File: src/rtl/caf_pkg.sv
// caf_pkg
//   Shared definitions for the correlator dot-product scheduling blocks.
//   Holds the controller state encoding so that the scheduler and any
//   debug/monitor logic agree on the numeric values.
package caf_pkg;

    localparam int CTRL_STATE_W = 2;

    typedef enum logic [CTRL_STATE_W-1:0] {
        IDLE = 2'd0,
        FEED = 2'd1,
        WAIT = 2'd2,
        OUT  = 2'd3
    } ctrl_state_t;

endpackage : caf_pkg

File: src/rtl/dot_prod_ctrl.sv
// dot_prod_ctrl
//   Sequences a lagged dot-product run: for each shift index it streams
//   `length` reference/received sample pairs out of the sample buffers into
//   the dot-product engine, waits for the engine result, and presents the
//   result on a valid/ready output before moving to the next shift.
//
//   state | meaning
//   ------+------------------------------------------------------------
//   IDLE  | waiting for start
//   FEED  | issuing buffer reads k = 0..length-1 for the current shift
//   WAIT  | waiting for the engine result (no timeout)
//   OUT   | holding the result until m_axis handshake
//
// Ports
//   clk, rst_n          clock, synchronous active-low reset
//   start               single-cycle run request (honoured only in IDLE)
//   busy, done          run in progress / one-cycle completion pulse
//   buf_rd_en           read strobe to both sample buffers (1-cycle latency)
//   ref_addr, rx_addr   reference address k, received address k+shift
//   feed_valid          engine input valid, buf_rd_en delayed to match data
//   dp_tvalid/dp_i/dp_q engine result
//   m_axis_tvalid/tready result handshake
//   out_i/out_q/out_shift held result and its shift index
//   overrun             sticky: engine result arrived outside WAIT
module dot_prod_ctrl
    import caf_pkg::*;
#(
    parameter int length              = 5,
    parameter int length_counter_size = 3,
    parameter int num_shifts          = 4,
    parameter int shift_counter_size  = 2,
    parameter int addr_bits           = 4,
    parameter int i_bits              = 24,
    parameter int q_bits              = 24
) (
    input  logic                          clk,
    input  logic                          rst_n,
    input  logic                          start,
    output logic                          busy,
    output logic                          done,
    output logic                          buf_rd_en,
    output logic [addr_bits-1:0]          ref_addr,
    output logic [addr_bits-1:0]          rx_addr,
    output logic                          feed_valid,
    input  logic                          dp_tvalid,
    input  logic [i_bits-1:0]             dp_i,
    input  logic [q_bits-1:0]             dp_q,
    output logic                          m_axis_tvalid,
    input  logic                          m_axis_tready,
    output logic [i_bits-1:0]             out_i,
    output logic [q_bits-1:0]             out_q,
    output logic [shift_counter_size-1:0] out_shift,
    output logic                          overrun
);

    localparam int K_W = length_counter_size + 1;
    localparam logic [K_W-1:0]                K_LAST = K_W'(length - 1);
    localparam logic [shift_counter_size-1:0] S_LAST = shift_counter_size'(num_shifts - 1);

    ctrl_state_t                   state;
    logic [K_W-1:0]                k;
    logic [shift_counter_size-1:0] shift;
    logic [K_W-1:0]                k_inc;
    logic [shift_counter_size-1:0] shift_inc;

    assign k_inc     = k + K_W'(1);
    assign shift_inc = shift + shift_counter_size'(1);

    always_ff @(posedge clk) begin
        if (!rst_n) begin
            state         <= IDLE;
            k             <= '0;
            shift         <= '0;
            busy          <= 1'b0;
            done          <= 1'b0;
            buf_rd_en     <= 1'b0;
            feed_valid    <= 1'b0;
            ref_addr      <= '0;
            rx_addr       <= '0;
            m_axis_tvalid <= 1'b0;
            out_i         <= '0;
            out_q         <= '0;
            out_shift     <= '0;
            overrun       <= 1'b0;
        end else begin
            done       <= 1'b0;
            // buffer data appears one cycle after the read strobe
            feed_valid <= buf_rd_en;

            if (dp_tvalid && (state != WAIT)) begin
                overrun <= 1'b1;
            end

            case (state)
                IDLE: begin
                    if (start) begin
                        state     <= FEED;
                        k         <= '0;
                        shift     <= '0;
                        busy      <= 1'b1;
                        overrun   <= 1'b0;
                        buf_rd_en <= 1'b1;
                        ref_addr  <= '0;
                        rx_addr   <= '0;
                    end
                end
                FEED: begin
                    if (k == K_LAST) begin
                        state     <= WAIT;
                        buf_rd_en <= 1'b0;
                    end else begin
                        k        <= k_inc;
                        ref_addr <= addr_bits'(k_inc);
                        rx_addr  <= addr_bits'(k_inc) + addr_bits'(shift);
                    end
                end
                WAIT: begin
                    if (dp_tvalid) begin
                        out_i         <= dp_i;
                        out_q         <= dp_q;
                        out_shift     <= shift;
                        m_axis_tvalid <= 1'b1;
                        state         <= OUT;
                    end
                end
                OUT: begin
                    if (m_axis_tvalid && m_axis_tready) begin
                        m_axis_tvalid <= 1'b0;
                        if (shift == S_LAST) begin
                            state <= IDLE;
                            done  <= 1'b1;
                            busy  <= 1'b0;
                        end else begin
                            // next lag starts immediately at k=0
                            state     <= FEED;
                            shift     <= shift_inc;
                            k         <= '0;
                            buf_rd_en <= 1'b1;
                            ref_addr  <= '0;
                            rx_addr   <= addr_bits'(shift_inc);
                        end
                    end
                end
                default: state <= IDLE;
            endcase
        end
    end

endmodule : dot_prod_ctrl

File: config.mk
export PLATFORM = sky130hd
export DESIGN_NAME = dot_prod_ctrl
export DESIGN_NICKNAME = d
export VERILOG_FILES = /design/src/rtl/caf_pkg.sv /design/src/rtl/dot_prod_ctrl.sv
export SDC_FILE = /design/constraint.sdc
export NUM_CORES = 1
export LEC_CHECK = 0
export ABC_CLOCK_PERIOD_IN_PS = 2200
export CAP_MARGIN = 20
export CORE_MARGIN = 2
export CORE_UTILIZATION = 30
export CTS_BUF_LIST = sky130_fd_sc_hd__clkbuf_2 sky130_fd_sc_hd__clkbuf_4 sky130_fd_sc_hd__clkbuf_8
export DETAILED_ROUTE_END_ITERATION = 16
export PLACE_DENSITY_LB_ADDON = 0.25
export SLEW_MARGIN = 5
export SYNTH_ARGS = -nofsm -noshare
export SYNTH_HDL_FRONTEND = slang
export SYNTH_SLANG_ARGS = --single-unit
File: constraint.sdc
create_clock -name clk -period 2.2 [get_ports clk]
set_input_delay 0.66 -clock clk [delete_from_list [all_inputs] [get_ports clk]]
set_output_delay 0.66 -clock clk [all_outputs]
set_load 0.05 [all_outputs]
; ---- Word level (Yosys, flattened, before mapping)
; Cells that the tools add are included.
; Widths: inputs -> output; s select.
[word_totals]
reg_bits = 68
in_bits = 53
out_inout_bits = 64
[op_classes]
add_sub_neg = 3
n_eq_ne = 13
n_mux = 34
n_reduce_logical = 14
[op_table]
columns = cell, n
row1 = $mux 4, 7
row2 = $pmux 4 s3, 2
row3 = $ne 2x2->1 const B, 8
row4 = $mux 2, 7
row5 = $mux 1, 13
row6 = $reduce_and 4->1, 3
row7 = $reduce_and 5->1, 2
row8 = $pmux 2 s4, 1
row9 = $eq 2x2->1 const B, 3
row10 = $reduce_and 3->1, 2
row11 = $add 4x1->4 const B, 1
row12 = $add 4x2->4, 1
row13 = $eq 4x3->1 const B, 1
row14 = $pmux 1 s2, 2
row15 = $pmux 2 s2, 1
row16 = $reduce_bool 2->1, 2
row17 = $pmux 1 s3, 1
row18 = $reduce_bool 3->1, 1
row19 = $add 2x1->2 const B, 1
row20 = $eq 2x1->1 const B, 1
row21 = $logic_and 1x1->1, 2
row22 = $logic_not 2->1, 1
row23 = $reduce_and 2->1, 1

; ---- Depth between registers and ports, before layout
; Gate-level depths: netlist of run 1.
[depth]
ltp_word = 5
depth_mapped = 7
depth_no_buf = 7

; ---- Worst setup path before layout of run 1
; OpenSTA, ideal clock, no wires.
[synth_timing]
path_kind = register to register
startpoint = reg k[0]
endpoint = reg rx_addr[1]
setup_time_ps = 70
t_arrival_ps = 2146
required_ps = 2130
slack_ps = -17
path_stages_with_launch = 7
n_path_buf = 0
period_less_slack_ps = 2217
path_cell_list = dfxtp_1 -> inv_1 -> ha_1 -> fa_1 -> a22oi_1 -> or3_1 -> a21oi_1
[synth_between]
elab_chain_cells = 4
word_cells_on_any_way = 7
[synth_rtl]
columns = item, line_no
row1 = from (decl), dot_prod_ctrl.sv:61  ; logic [K_W-1:0] k;
row2 = from (signal assigned), dot_prod_ctrl.sv:112  ; k <= k_inc;
row3 = $add 4x1->4, dot_prod_ctrl.sv:66  ; assign k_inc = k + K_W'(1);
row4 = $add 4x2->4, dot_prod_ctrl.sv:114  ; rx_addr <= addr_bits'(k_inc) + addr_bits'(shift);
row5 = $mux 4, dot_prod_ctrl.sv:108  ; if (k == K_LAST) begin
row6 = $pmux 4 s3, dot_prod_ctrl.sv:94  ; case (state)
row7 = to (signal assigned), dot_prod_ctrl.sv:114
row8 = to (signal assigned), dot_prod_ctrl.sv:140  ; rx_addr <= addr_bits'(shift_inc);
row9 = to (decl), dot_prod_ctrl.sv:43  ; output logic [addr_bits-1:0] rx_addr,
; Parallel ways exist; a longest one is shown, timed or not. The select of a mux whose other input is x is not followed.
; A chain may end at the register's enable or synchronous reset.

; ---- Worst setup path in the final report of run 1
[layout_timing]
startpoint = reg out_i[19]
endpoint = out out_i[19]
[layout_lines]
columns = item, line_no
row1 = from (decl), dot_prod_ctrl.sv:50  ; output logic [i_bits-1:0] out_i,
row2 = from (signal assigned), dot_prod_ctrl.sv:119  ; out_i <= dp_i;
; No word-level cell between the ends.

==> results of run 1 <==
through the flow:
| stage | total power (uW) | utilization (%) | cells | hold slack [ps] | setup slack (ps) |
|---|---|---|---|---|---|
| floorplan | 2680 | - | 334 | 470 | 61.6 |
| global placement | 3270 | 46.0 | 552 | 440 | -27.6 |
| detailed placement | 3290 | 46.0 | 552 | 447 | -66.9 |
| CTS | 4440 | 48.5 | 568 | 458 | 9.92 |
| global route | 4640 | 49.2 | 568 | 472 | -3.63 |
| finish | 4380 | 49.2 | 568 | 453 | 45.4 |
area by class of cell:
cell class	count	area, sq um
repair buffers	130	1320
inverters	9	33.8
fillers	861	4480
flip-flops and latches	68	1360
well taps	108	135
clock buffers	10	131
multi-input cells	237	1260
clock inverters	6	88.8
worst max-delay path by stage:
stage / from / end / slack [ps] / depth (start not counted)
3_3_place_gp: start / rx_addr[1] / -30 / 5
5_1_grt: out_i[7] / out_i[7] / -4 / 1
4_1_cts: busy / busy / 10 / 1
3_5_place_dp: start / k[2] / -70 / 5
6_report: out_i[19] / out_i[19] / 50 / 1
2_1_floorplan: k[1] / rx_addr[1] / 60 / 6
per-layer routing:
metal	GRT usage, %	share of wire (%)	vias up
li1	-	-	1362
met4	7.38	2.2	0
met3	4.87	8.0	12
met1	19.2	47	1225
met5	0	0	-
met2	22.3	43	87
where the power goes:
group / switching [uW] / total, uW / leakage, uW / internal, uW
sequential: 102 / 1490 / 0.000551 / 1390
clock: 481 / 1130 / 0.000106 / 650
combinational: 1120 / 1760 / 0.00131 / 640
total: 1700 / 4380 / 0.00197 / 2680
timing repair:
item                                    4_1_cts  5_1_grt
hold endpoints to repair                      0        0
endpoints found under the setup margin        1       23
resized for setup                             1       23
cells by family (layout without fill, tap and decap cells):
| logic type | count (synthesis) | in the layout | share of synthesized area (%) |
|---|---|---|---|
| AO/OA/AOI/OAI | 90 | 90 | 18.4 |
| XOR/XNOR | 4 | 4 | 1.27 |
| adder cells (fa/ha/maj) | 11 | 11 | 5.26 |
| buffers and inverters | 29 | 155 | 5.04 |
| flip-flops | 68 | 68 | 49.4 |
| AND/OR/NAND/NOR | 132 | 132 | 20.6 |
registers in the layout, summed over array words and instances, names as in the netlist:
register / cells
buf_rd_en: 1
rx_addr: 4
out_shift: 2
state: 2
m_axis_tvalid: 1
out_q: 24
k: 4
shift: 2
out_i: 24
done: 1
busy: 1
overrun: 1
feed_valid: 1
cells in the final DEF, fill, tap and decap left out, types with 2 or more instances in the layout:
master,instances
a211oi_1,2
a21oi_1,65
buf_12,2
buf_4,24
bufinv_16,2
clkbuf_8,9
clkdlybuf4s50_1,80
clkinvlp_4,2
dfxtp_1,67
dlymetal6s2s_1,23
ha_1,10
inv_1,8
nand2_1,104
nand3_1,3
nand4_1,4
nand4b_1,2
nor2_1,5
o21ai_0,9
or3_1,3
xnor2_1,4
==> impl_metrics.env, run 1 <==
export IMPL_period_share_pct=97.9
export IMPL_irDropWorstVdd_mv=0.399
export IMPL_hold_viol_final=0
export IMPL_fp_row_count=34
export IMPL_io_pins=117
export IMPL_min_delay_path_class="reg -> reg"
export IMPL_syn_to_final_growth_pct=57.0
export IMPL_cp_top_family="buffers and inverters"
export IMPL_grtUsageTotal_pct=14.8
export IMPL_grt_pass1_wl_mm=11.8
export IMPL_wl_per_cell_um=13.3
export IMPL_period_needed_ps=2150
export IMPL_diodes=0
export IMPL_ys_seq_area_share_pct=49.4
export IMPL_antenna_found_initial=0
export IMPL_tritoncts="done"
export IMPL_reg2reg_slack_ps=250
export IMPL_path_cells="clkdlybuf4s50_1"
export IMPL_cts_setup_buffers=0
export IMPL_synth_common_cells="nand2_1, dfxtp_1, a21oi_1, clkbuf_1, ha_1"
export IMPL_drv_cap=0
export IMPL_fin_nets=519
export IMPL_crit_arrival_ps=1490
export IMPL_slowest_stage="clkdlybuf4s50_1"
export IMPL_final_layout_size_suffix_gt1_share_pct=11.3
export IMPL_finalSetupTns_ps=0
export IMPL_r2r_end="rx_addr[1]"
export IMPL_route_vias_total=2686
export IMPL_worstSetupEndpointType="output pin"
export IMPL_grt_max_degree=35
export IMPL_hold_depth=2
export IMPL_gp_congestion=0.797
export IMPL_clock_path_buffers=2
export IMPL_first_iter_violations=96
export IMPL_placed_area_sq_mm=0.00405
export IMPL_synth_cell_types=43
export IMPL_required_ps=1540
export IMPL_synth_edf_count=0
export IMPL_finalClockSkew_ps=4.04
export IMPL_io_buffers=116
export IMPL_synthMostInstantiatedCell="nand2_1"
export IMPL_viasPerCell=4.73
export IMPL_power_density_mw_per_mm2=1010
export IMPL_crit_fanout=2
export IMPL_ctsRootBufferMaster="clkbuf_8"
export IMPL_start_kind="register"
export IMPL_drc=0
export IMPL_post_route_cell_area_sq_mm=0.00433
export IMPL_grt_pass1_vias=2497
export IMPL_async_flop_share_pct=0
export IMPL_ant_nets=0
export IMPL_min_to="out_q[10]"
export IMPL_htreeDepth=3
export IMPL_synthCells=334
export IMPL_max_freq_mhz=464
export IMPL_cts_sinks=68
export IMPL_synth_seq_cells=68
export IMPL_synth_top_area_cell="dfxtp_1"
export IMPL_hpwl_mm=5.28
export IMPL_grt_ovfl_total=0
export IMPL_r2r_start="k[1]"
export IMPL_start_util_pct=31.3
export IMPL_synthesis_area_sq_mm=0.00276
export IMPL_synth_top_cell_area_share_pct=49.4
export IMPL_synth_flop_cell="dfxtp_1"
export IMPL_synthTopCellsByArea="dfxtp_1, nand2_1, a21oi_1"
export IMPL_die_w_um=99.9
export IMPL_ctsHoldBuffers=0
export IMPL_wl_mm=7.57
export IMPL_clkTransAtPathRegs_ps=70
export IMPL_avgSynthCellArea_sq_um=8.26
export IMPL_path_buf_inv=1
export IMPL_min_from="out_q[10]"
export IMPL_cts_buffers=9
export IMPL_ys_warn_count=0
export IMPL_firstDrtPassIters=4
export IMPL_setup_viol=0
export IMPL_criticalPathCategory="reg -> out"
export IMPL_max_slew_margin_pct=64.1
export IMPL_die_area_sq_mm=0.00998
export IMPL_coreArea_sq_mm=0.00881
export IMPL_clkLatencyLatePin_ps=340
export IMPL_outcome="finished, final reports clean"
export IMPL_p_leak_uw=0.00197
export IMPL_r2r_cells=6
export IMPL_worst_slew_pin_slew_ps=538
export IMPL_syn_nets=398
export IMPL_finalMaxSlewViolations=0
export IMPL_slowest_delay_ps=810
export IMPL_die_h_um=99.9
No activity file was read; power rests on OpenSTA's default activity.
==> run 2, diff against run 1 <==
--- a/config.mk
+++ b/config.mk
@@ -5,7 +5,7 @@
 export SDC_FILE = /design/constraint.sdc
 export NUM_CORES = 1
 export LEC_CHECK = 0
-export ABC_CLOCK_PERIOD_IN_PS = 2200
+export ABC_CLOCK_PERIOD_IN_PS = 1900
 export CAP_MARGIN = 20
 export CORE_MARGIN = 2
 export CORE_UTILIZATION = 30
==> constraint.sdc (replaced) <==
create_clock -name clk -period 1.9 [get_ports clk]
set_input_delay 0.57 -clock clk [delete_from_list [all_inputs] [get_ports clk]]
set_output_delay 0.57 -clock clk [all_outputs]
set_load 0.05 [all_outputs]
==> run 2 against run 1 <==
  * Critical path type is now reg -> reg
  * Count of clock-buffer cells in the layout is 1 higher
  * Register-to-register slack got worse by 200 ps
  * Cell count grew 1.4%
  * First-iteration DRC count decreased by 14%
  * Largest cell class unchanged
  * Clock power rose by 27%
  * Global-route usage is 0.052 points higher
  * Worst setup slack better by 0.76 ps
==> impl_metrics.env, run 2 (synthesized netlist as in run 1, its figures left out) <==
export IMPL_diodes=0
export IMPL_coreArea_sq_mm=0.00881
export IMPL_p_switching_uw=1970
export IMPL_ctsRootBufferMaster="clkbuf_8"
export IMPL_multi_input_area_sq_mm=0.00128
export IMPL_start_kind="register"
export IMPL_clkTransAtPathRegs_ps=80
export IMPL_slowest_delay_ps=510
export IMPL_viasPerCell=4.67
export IMPL_cts_sinks=68
export IMPL_holdWs_ps=454
export IMPL_cp_depth=6
export IMPL_max_freq_mhz=539
export IMPL_ctsHoldBuffers=0
export IMPL_pwr_share_clk_pct=27.1
export IMPL_finalMaxSlewViolations=0
export IMPL_worst_slew_pin_slew_ps=374
export IMPL_tritoncts="done"
export IMPL_grt_pass1_vias=2608
export IMPL_irDropWorstVdd_mv=0.535
export IMPL_ant_nets=0
export IMPL_period_needed_ps=1850
export IMPL_cts_buffers=9
export IMPL_fin_nets=527
export IMPL_die_area_sq_mm=0.00998
export IMPL_finalClockSkew_ps=9.33
export IMPL_reg_largest_list="out_i x24, out_q x24"
export IMPL_wl_per_cell_um=12.9
export IMPL_crit_arrival_ps=2120
export IMPL_layout_common_cells="nand2_1, buf_4, dfxtp_1"
export IMPL_final_common_cell="nand2_1"
export IMPL_p_leak_uw=0.00171
export IMPL_hpwl_mm=5.43
export IMPL_rsz0062_at_grt="false"
export IMPL_pwr_share_comb_pct=40.1
export IMPL_regArea_sq_mm=0.00137
export IMPL_fp_row_count=34
export IMPL_hold_depth=2
export IMPL_post_place_ws_ps=-208
export IMPL_p_int_uw=3310
export IMPL_required_ps=2160
export IMPL_worstSetupEndpointType="register"
export IMPL_power_frac_seq_pct=32.9
export IMPL_gp_congestion=0.862
export IMPL_drv_cap=0
export IMPL_first_iter_violations=83
export IMPL_start_util_pct=31.3
export IMPL_power_density_mw_per_mm2=1230
export IMPL_firstDrtPassIters=4
export IMPL_die_w_um=99.9
export IMPL_grt_max_degree=40
export IMPL_hold_viol_final=0
export IMPL_min_delay_path_class="reg -> reg"
export IMPL_route_vias_total=2692
export IMPL_io_pins=117
export IMPL_reg2reg_slack_ps=50
export IMPL_grt_pass1_wl_mm=12.0
export IMPL_setup_viol=0
export IMPL_path_buf_inv=1
export IMPL_drc=0
export IMPL_htreeDepth=3
export IMPL_fin_ws_ps=46.2
export IMPL_antenna_found_initial=0
export IMPL_grt_ovfl_total=0
export IMPL_criticalPathCategory="reg -> reg"
export IMPL_crit_fanout=5
export IMPL_clkLatencyLatePin_ps=330
export IMPL_grtUsageTotal_pct=14.9
export IMPL_final_layout_size_suffix_gt1_share_pct=25.0
export IMPL_cp_top_family="adder cells"
export IMPL_wl_mm=7.42
export IMPL_p_sw_share_pct=37.2
export IMPL_die_h_um=99.9
export IMPL_slowest_stage="fa_1"
export IMPL_period_share_pct=97.6
export IMPL_r2r_cells=6
export IMPL_nFillCells=863
export IMPL_io_buffers=116
export IMPL_outcome="finished, final reports clean"
export IMPL_path_cells="inv_1 -> ha_4 -> fa_1 -> a22oi_1 -> or3_1 -> a21oi_2"
export IMPL_syn_to_final_growth_pct=55.4
export IMPL_clock_path_buffers=2
export IMPL_max_slew_margin_pct=75.0
run 2: what timing repair did:
action | 4_1_cts | 5_1_grt
endpoints found under the setup margin | 0 | 5
buffers inserted | 0 | 2
resized for setup | 0 | 3
run 2: through the flow:
step           area [sq um]  total power, uW  cells  utilization (%)  TNS, ps
5_1_grt                4290             5590    576             48.7        0
3_3_place_gp           4030             3840    558             45.7    -1560
3_5_place_dp           4030             3860    558             45.7    -1850
2_1_floorplan          2780             3120    334                -        0
4_1_cts                4260             5310    574             48.4        0
6_report               4290             5280    576             48.7        0
run 2: power groups by stage:
stage | registers [uW] | logic (uW) | clock network, uW
after detailed placement | 1770 | 2090 | 0
after CTS | 1740 | 2100 | 1470
after floorplan | 2290 | 830 | 0
after global routing | 1760 | 2300 | 1530
final | 1740 | 2110 | 1430
after global placement | 1760 | 2080 | 0
run 2: final timing paths:
check                               start          to
worst min-delay path            out_i[13]   out_i[13]
worst max-delay path                 k[0]  rx_addr[1]
worst max register to register       k[0]  rx_addr[1]
worst min register to register  out_i[13]   out_i[13]
run 2: final cells by class:
type	count	area share (%)
Timing Repair Buffer	138	28.7
Clock inverter	5	2.34
Clock buffer	11	3.24
Sequential cell	68	32.0
Multi-Input combinational cell	237	29.8
Tap cell	108	3.15
Inverter	9	0.788
run 2: worst register-to-register path, cell delays in order, from the launching register on:
cell     delay [ps]
dfxtp_4         380
inv_1            80
ha_4            260
fa_1            510
a22oi_1         110
or3_1           340
a21oi_2         120
run 2: routing by layer:
metal  vias to the layer above  GRT usage [%]  routed length [um]
met5                         -              0                   0
met4                         0           5.37                  80
met3                         7           4.39                 602
met2                        96           23.9                3400
met1                      1214           19.1                3340
li1                       1375              -                   -
==> run 3, diff against run 2 <==
--- a/config.mk
+++ b/config.mk
@@ -11,6 +11,7 @@
 export CORE_UTILIZATION = 30
 export CTS_BUF_LIST = sky130_fd_sc_hd__clkbuf_2 sky130_fd_sc_hd__clkbuf_4 sky130_fd_sc_hd__clkbuf_8
 export DETAILED_ROUTE_END_ITERATION = 16
+export DONT_BUFFER_PORTS = 1
 export PLACE_DENSITY_LB_ADDON = 0.25
 export SLEW_MARGIN = 5
 export SYNTH_ARGS = -nofsm -noshare
==> run 3 against run 2 <==
  * Die area unchanged
  * Critical path depth is the same
  * Sequential share of layout area rose by 11 points
  * Routed wire length fell by 7.9%
  * Cell count fell by 21%
  * Critical path type unchanged
  * Largest power group is now sequential cells
==> impl_metrics.env, run 3 (synthesized netlist as in run 1, its figures left out) <==
export IMPL_period_needed_ps=1790
export IMPL_grtUsageTotal_pct=14.1
export IMPL_irDropWorstVdd_mv=0.385
export IMPL_cp_startpoint="state[0]"
export IMPL_required_ps=2150
export IMPL_cts_buffers=9
export IMPL_worstSetupEndpointType="register"
export IMPL_drc=0
export IMPL_ctsRootBufferMaster="clkbuf_8"
export IMPL_start_util_pct=31.3
export IMPL_crit_arrival_ps=2040
export IMPL_period_share_pct=94.2
export IMPL_ctsHoldBuffers=0
export IMPL_gp_congestion=0.789
export IMPL_die_w_um=99.9
export IMPL_fp_row_count=34
export IMPL_start_kind="register"
export IMPL_route_vias_total=2280
export IMPL_clock_path_buffers=2
export IMPL_drv_cap=0
export IMPL_cts_setup_buffers=0
export IMPL_crit_fanout=5
export IMPL_holdWs_ps=322
export IMPL_p_sw_share_pct=41.8
export IMPL_pwr_share_comb_pct=26.1
export IMPL_power_density_mw_per_mm2=1450
export IMPL_cts_sinks=68
export IMPL_firstDrtPassIters=4
export IMPL_nFillCells=920
export IMPL_max_slew_margin_pct=62.4
export IMPL_post_place_ws_ps=43.5
export IMPL_clkTransAtPathRegs_ps=70
export IMPL_hold_viol_final=0
export IMPL_final_common_cell="nand2_1"
export IMPL_fin_ws_ps=109
export IMPL_finalMaxSlewViolations=0
export IMPL_wl_per_cell_um=15.0
export IMPL_p_leak_uw=0.00113
export IMPL_viasPerCell=5.00
export IMPL_fin_total_pwr_uw=4620
export IMPL_layout_common_cells="nand2_1, a21oi_1, dfxtp_1"
export IMPL_antenna_found_initial=0
export IMPL_reg2reg_slack_ps=110
export IMPL_coreArea_sq_mm=0.00881
export IMPL_min_from="start"
export IMPL_criticalPathCategory="reg -> reg"
export IMPL_grt_ovfl_total=0
export IMPL_clkLatencyLatePin_ps=340
export IMPL_grt_pass1_vias=2204
export IMPL_outcome="finished, final reports clean"
export IMPL_max_freq_mhz=559
export IMPL_first_iter_violations=79
export IMPL_wl_mm=6.84
export IMPL_grt_max_degree=28
export IMPL_finalClockSkew_ps=8.85
export IMPL_worst_slew_pin_slew_ps=563
export IMPL_rsz0062_at_grt="false"
export IMPL_fin_nets=407
export IMPL_diodes=0
export IMPL_power_frac_seq_pct=48.4
export IMPL_syn_to_final_growth_pct=15.9
export IMPL_ant_nets=0
export IMPL_die_h_um=99.9
export IMPL_pwr_share_clk_pct=25.5
export IMPL_setup_viol=0
export IMPL_min_delay_path_class="in -> reg"
export IMPL_p_int_uw=2690
export IMPL_fin_util_pct=36.3
export IMPL_p_switching_uw=1930
export IMPL_htreeDepth=3
export IMPL_io_buffers=0
export IMPL_reg_largest_list="out_i x24, out_q x24"
export IMPL_finalSetupTns_ps=0
export IMPL_hpwl_mm=4.92
export IMPL_final_layout_size_suffix_gt1_share_pct=14.1
export IMPL_grt_pass1_wl_mm=10.9
export IMPL_io_pins=117
export IMPL_r2r_start="state[0]"
export IMPL_tritoncts="done"
export IMPL_die_area_sq_mm=0.00998
## run 3: layout make-up
type | instances | area, sq um | share of cell area (%)
Tap cell | 108 | 135 | 4.23
Sequential cell | 68 | 1370 | 42.9
Clock inverter | 5 | 51.3 | 1.60
Multi-Input combinational cell | 237 | 1280 | 40.1
Timing Repair Buffer | 18 | 185 | 5.79
Clock buffer | 11 | 139 | 4.34
Inverter | 9 | 33.8 | 1.06
## run 3: timing repair
| action | in CTS | in global routing |
|---|---|---|
| resized for setup | 0 | 5 |
| hold endpoints to repair | 0 | 0 |
| endpoints found under the setup margin | 0 | 6 |
## run 3: stage by stage
| step | instance area, sq um | cells |
|---|---|---|
| 6_report | 3200 | 456 |
| 5_1_grt | 3200 | 456 |
| 4_1_cts | 3190 | 456 |
| 3_5_place_dp | 3000 | 440 |
| 3_3_place_gp | 3000 | 440 |
| 2_1_floorplan | 2780 | 334 |
## run 3: final timing paths
check | endpoint | cells past startpoint
worst max-delay path | state[0] | 6
worst min-delay path | overrun | 1
worst max register to register | state[0] | 6
worst min register to register | done | 2
## run 3: layer usage
metal | global-route usage [%] | share of wire [%] | up-vias
met3 | 5.64 | 9.3 | 8
met2 | 21.8 | 46 | 83
li1 | - | - | 1133
met1 | 16.9 | 43 | 1056
met4 | 7.06 | 1.4 | 0
met5 | 0 | 0 | -
## run 3: critical path, cell delays in order (launching register included)
cell and delay, ps:
dfxtp_2 350, inv_1 90, ha_1 240, and2b_1 220
a21oi_1 350, o2111ai_1 190, a221oi_1 250
## run 3: power groups by stage
stage / registers, uW / logic [uW] / clock network (uW)
global route: 2270 / 1370 / 1300
finish: 2240 / 1200 / 1180
detailed placement: 2270 / 1190 / 0
global placement: 2270 / 1170 / 0
floorplan: 2290 / 830 / 0
CTS: 2240 / 1200 / 1240
